--- config.mk ---
export PLATFORM = sky130hd
export DESIGN_NAME = motor_duty_ramp
export DESIGN_NICKNAME = d
export VERILOG_FILES = /design/src/rtl/motor_duty_ramp.sv
export SDC_FILE = /design/constraint.sdc
export NUM_CORES = 1
export LEC_CHECK = 0
export BUFFER_PORTS_ARGS = -buffer_cell sky130_fd_sc_hd__buf_2
export CAP_MARGIN = 10
export CORE_MARGIN = 2
export CORE_UTILIZATION = 55
export CTS_CLUSTER_DIAMETER = 50
export DETAILED_ROUTE_END_ITERATION = 10
export GPL_TIMING_DRIVEN = 0
export MAX_ROUTING_LAYER = met4
export PLACE_DENSITY = 0.77
export REMOVE_ABC_BUFFERS = 1
export SLEW_MARGIN = 0
export SYNTH_ARGS = -nofsm -noshare
export SYNTH_HDL_FRONTEND = slang
export SYNTH_SLANG_ARGS = --single-unit
--- constraint.sdc ---
create_clock -name clk -period 6.83 [get_ports clk]
set_input_delay 0 -clock clk [delete_from_list [all_inputs] [get_ports clk]]
set_output_delay 0 -clock clk [all_outputs]
set_load 0.02 [all_outputs]
--- src/rtl/motor_duty_ramp.sv ---
// Slew-rate limited duty/direction sequencer feeding a PWM generator and H-bridge.
// Optional command watchdog enabled by defining RAMP_WATCHDOG_EN.
module motor_duty_ramp #(
  parameter int LENGTH      = 10,
  parameter int PRESCALE    = 1000,
  parameter int STEP        = 4,
  parameter int DWELL_TICKS = 8,
  parameter int WDT_TICKS   = 256
) (
  input  logic              clk,
  input  logic              rst_n,
  input  logic              cmd_valid,
  output logic              cmd_ready,
  input  logic [LENGTH-1:0] cmd_duty,
  input  logic              cmd_dir,
  input  logic              estop,
  output logic [LENGTH-1:0] duty,
  output logic              dir,
  output logic              at_target,
  output logic              busy
`ifdef RAMP_WATCHDOG_EN
  ,
  output logic              wdt_expired
`endif
);

  localparam int PW = $clog2(PRESCALE);
  localparam int DW = $clog2(DWELL_TICKS + 1);
  localparam logic [PW-1:0]     PRESCALE_LAST = PW'(PRESCALE - 1);
  localparam logic [DW-1:0]     DWELL_LAST    = DW'(DWELL_TICKS - 1);
  localparam logic [LENGTH-1:0] STEP_N        = LENGTH'(STEP);
  localparam logic [LENGTH:0]   STEP_W        = (LENGTH + 1)'(STEP);

  if (PRESCALE < 2 || STEP < 1 || DWELL_TICKS < 1 || WDT_TICKS < 1) begin : g_bad_params
    $error("motor_duty_ramp: illegal parameter value");
  end

  typedef enum logic {RUN, DWELL} state_t;

  state_t            state;
  logic [PW-1:0]     presc;
  logic [DW-1:0]     dwell_cnt;
  logic [LENGTH-1:0] tgt_duty;
  logic              tgt_dir;
  logic              tick;
  logic              accept;
  logic [LENGTH:0]   duty_up;
  logic [LENGTH-1:0] over_tgt;
  logic [LENGTH-1:0] next_duty;

  assign tick      = (presc == PRESCALE_LAST);
  assign cmd_ready = !estop;
  assign accept    = cmd_valid && cmd_ready;
  assign duty_up   = {1'b0, duty} + STEP_W;
  assign over_tgt  = duty - tgt_duty;
  assign at_target = (duty == tgt_duty) && (dir == tgt_dir) && (state == RUN);
  assign busy      = !at_target;

  // One ramp step toward the target; a pending reversal always heads for zero first.
  always_comb begin
    next_duty = duty;
    if (tgt_dir != dir)
      next_duty = (duty > STEP_N) ? duty - STEP_N : '0;
    else if (duty < tgt_duty)
      next_duty = (duty_up > {1'b0, tgt_duty}) ? tgt_duty : duty_up[LENGTH-1:0];
    else if (duty > tgt_duty)
      next_duty = (over_tgt > STEP_N) ? duty - STEP_N : tgt_duty;
  end

`ifdef RAMP_WATCHDOG_EN
  localparam int WW = $clog2(WDT_TICKS + 1);
  localparam logic [WW-1:0] WDT_MAX  = WW'(WDT_TICKS);
  localparam logic [WW-1:0] WDT_FIRE = WW'(WDT_TICKS - 1);
  logic [WW-1:0] wdt_cnt;
`endif

  always_ff @(posedge clk) begin
    if (!rst_n) begin
      duty      <= '0;
      dir       <= 1'b0;
      tgt_duty  <= '0;
      tgt_dir   <= 1'b0;
      presc     <= '0;
      dwell_cnt <= '0;
      state     <= RUN;
`ifdef RAMP_WATCHDOG_EN
      wdt_cnt     <= '0;
      wdt_expired <= 1'b0;
`endif
    end else if (estop) begin
      duty     <= '0;
      tgt_duty <= '0;
      state    <= RUN;
      presc    <= '0;
`ifdef RAMP_WATCHDOG_EN
      wdt_cnt     <= '0;
      wdt_expired <= 1'b0;
`endif
    end else begin
      presc <= tick ? '0 : presc + 1'b1;
      if (accept) begin
        tgt_duty <= cmd_duty;
        tgt_dir  <= cmd_dir;
      end
      // The tick uses the target registered before this edge, so a coincident command waits.
      if (tick) begin
        case (state)
          RUN: begin
            if (tgt_dir != dir && duty == '0) begin
              state     <= DWELL;
              dwell_cnt <= '0;
            end else begin
              duty <= next_duty;
            end
          end
          DWELL: begin
            if (dwell_cnt == DWELL_LAST) begin
              dir   <= tgt_dir;
              state <= RUN;
            end else begin
              dwell_cnt <= dwell_cnt + 1'b1;
            end
          end
          default: state <= RUN;
        endcase
      end
`ifdef RAMP_WATCHDOG_EN
      if (accept) begin
        wdt_cnt     <= '0;
        wdt_expired <= 1'b0;
      end else if (tick && wdt_cnt != WDT_MAX) begin
        wdt_cnt <= wdt_cnt + 1'b1;
        if (wdt_cnt == WDT_FIRE) begin
          tgt_duty    <= '0;
          wdt_expired <= 1'b1;
        end
      end
`endif
    end
  end

endmodule
==> reports/qor.yml <==
worst_hold_path:
  hold_path_class: "in -> reg"
  worstHoldStart: "rst_n"
routing:
  ant_nets: 0
  vias: 2857
  avgViaCountPerCell: 6.04
  routed_wirelength_mm: 7.37
  dr.first_iter.drc_count: 313
  firstDrtPassIters: 5
  wl_per_cell_microns: 15.6
  drc: 0
synth:
  postSynthAreaPerCell_sq_um: 8.01
  async_flop_share_pct: 0
  netlist_area_sq_um: 2980
  ys_seq_elements: 37
  yosysTopAreaCell: "dfxtp_1"
  synthFlopType: "dfxtp_1"
  synth.most_common_cell: "dfxtp_1"
  syn_inst: 372
  ys_seq_area_share_pct: 24.9
  synth_top_area_share_pct: 24.9
  synth.distinct_cells: 62
  ys_top_cells_by_area: "dfxtp_1 25%, ha_1 10%, nor2_1 4.5%, mux2i_1 4.4%, xnor2_1 3.8%"
  yosys-top-cells-count: "37 x dfxtp_1, 36 x nor2_1, 24 x ha_1, 24 x inv_1, 23 x nand2_1"
  synth_warnings: 0
  synth_edf_count: 0
worst_setup_path:
  reg2reg_from: "duty[4]$_SDFFE_PP0P_"
  r2r_cells: 12
  arrival_ns: 4.08
  cp_max_fo: 12
  startpoint: "duty[4]$_SDFFE_PP0P_"
  critPathKind: "reg -> reg"
  critPathLaunchType: "flop"
  r2r_end: "duty[5]$_SDFFE_PP0P_"
  crit_end: "duty[5]$_SDFFE_PP0P_"
  r2r_slack_ns: 2.99
  cp.required_ns: 7.07
  cp-end-kind: "flop"
clock_network:
  numCtsBuffers: 5
  clock_latency_ns: 0.29
  clkTransAtPathRegs_ns: 0.08
  clock_path_buffers: 2
  post_cts_resized: 0
  cts_sinks: 37
  htree_num_levels: 2
  cts_root_buffer: "clkbuf_8"
  cts_tree: "done"
global_routing:
  grt_start_max_net_pins: 17
  grt_pass1_vias: 2605
  antenna_found_initial: 0
  grt_pass1_wl_mm: 12.2
  track_usage_pct: 25.7
  grt-ovfl-total: 0
floorplanning:
  die_width_microns: 77.6
  start_util_pct: 57.6
  pin_count: 29
  die_y_microns: 77.6
  die-area_sq_um: 6020
  num_rows: 26
  fp.coreArea_sq_um: 5170
sta:
  clock_skew_ns: 0.00819
  hold_viol: 0
  setup_tns_ns: 0
  relSlewSlack_pct: 23.1
  fin_ws_ns: 2.99
  setup_viol: 0
  fmax_ghz: 0.261
  rsz0062_at_grt: "false"
  worst-slew-pin-transition_ns: 1.14
  layout_min_cycle_time_ns: 3.84
  finalMaxSlewViolations: 0
  fin_crit_sh_pct: 56.2
power_and_ir_drop:
  power.share.switching_pct: 28.1
  p_per_area_nw_per_um2: 154
  p_comb_share_pct: 20.5
  clockPowerShare_pct: 36.4
  internal_power_uw: 369
  ir_worst_vdd_uv: 141
  pwr-share-seq_pct: 43.1
  p_sw_uw: 144
  p_leak_uw: 0.00142
finish:
  nets: 443
  final_core_utilization_pct: 64.6
  area_delta_synth_final_pct: 12.0
  n_antenna_cell: 0
  fin_area_sq_um: 3340
  drive_above_1_share_pct: 12.4
place:
  gp_congestion: 0.963
  hpwlAfterDp_mm: 5.53
  place_ws_ns: 3.08
  numPortBuffers: 28
  placed_area_sq_um: 3130
run_status:
  status: "finished clean"
job:
  cap_violations: 0
==> cell type report <==
cell class / count / area (sq um)
fillers: 434 / 1830
repair buffers: 39 / 250
clock inverters: 2 / 35.0
inverters: 24 / 90.1
well taps: 70 / 87.6
multi-input cells: 296 / 2070
flip-flops and latches: 37 / 741
clock buffers: 5 / 68.8
==> stage by stage <==
stage                     hold WS (ns)  instances  total power, uW
after floorplan                 0.0977        357              298
after global placement           0.234        455              323
after detailed placement         0.241        455              325
after CTS                      0.00638        473              515
after global routing            0.0235        473              536
final                           0.0139        473              513
==> power by group through the flow <==
stage	Combinational (uW)	Clock [uW]	Sequential [uW]
6_report	105	187	221
2_1_floorplan	73.2	0	225
5_1_grt	115	199	222
3_5_place_dp	98.5	0	226
3_3_place_gp	97.3	0	226
4_1_cts	104	190	221
==> cell usage in the layout (no fill, tap or decap), drive strengths merged, types with 5 or more instances in the layout <==
master,n
dfxtp,37
nor2,36
buf,28
inv,24
ha,24
o21ai,24
nand2,23
nand3,22
nor3,14
a21oi,14
xnor2,13
mux2i,13
dlygate4sd3,11
xor2,10
nand4,8
nor2b,7
a21o,6
o22ai,5
mux2,5
clkbuf,5
and3,5
==> kinds of logic after synthesis <==
family / Yosys count / share of synthesized area (%)
AO/OA/AOI/OAI: 85 / 20.0
XOR/XNOR: 23 / 6.76
adder cells (fa/ha/maj): 25 / 10.7
buffers and inverters: 39 / 5.79
flip-flops: 37 / 24.9
multiplexers: 18 / 6.25
AND/OR/NAND/NOR: 145 / 25.6
==> worst min-delay path by stage <==
stage                                      to  slack, ns  depth (start not counted)
finish                     state$_SDFFE_PP0N_       0.01                          3
global route        dwell_cnt[1]$_SDFFE_PN0P_       0.02                          2
CTS                        state$_SDFFE_PP0N_      0.006                          3
detailed placement   tgt_duty[3]$_SDFFE_PP0P_       0.24                          3
global placement     tgt_duty[0]$_SDFFE_PP0P_       0.23                          3
floorplan                           cmd_ready        0.1                          1
==> critical path: stages, from the launching register on <==
cell      delay, ns
dfxtp_1        0.64
nand3_1        0.21
nor3_1         0.28
nand3_1        0.14
xnor2_1        0.21
ha_1           0.30
a21o_1         0.18
or4_4          0.53
and2_4         0.17
or2_0          0.36
a2111o_1       0.48
o211ai_2       0.08
o221a_1        0.20
==> sequential cells by signal, summed over array words and instances (netlist names) <==
register   flops
state          1
dwell_cnt      4
dir            1
tgt_duty      10
tgt_dir        1
presc         10
duty          10
==> layer usage <==
metal / share of wire [%] / GRT usage (%)
met1: 47 / 34.0
met2: 45 / 40.9
met3: 6.2 / 3.60
met4: 2.0 / 7.50
met5: 0 / -
==> what timing repair did <==
item,CTS,global route
setup buffers,0,0
endpoints found under the hold margin,11,0
hold buffers,11,0
No activity file was read; power rests on OpenSTA's default activity.
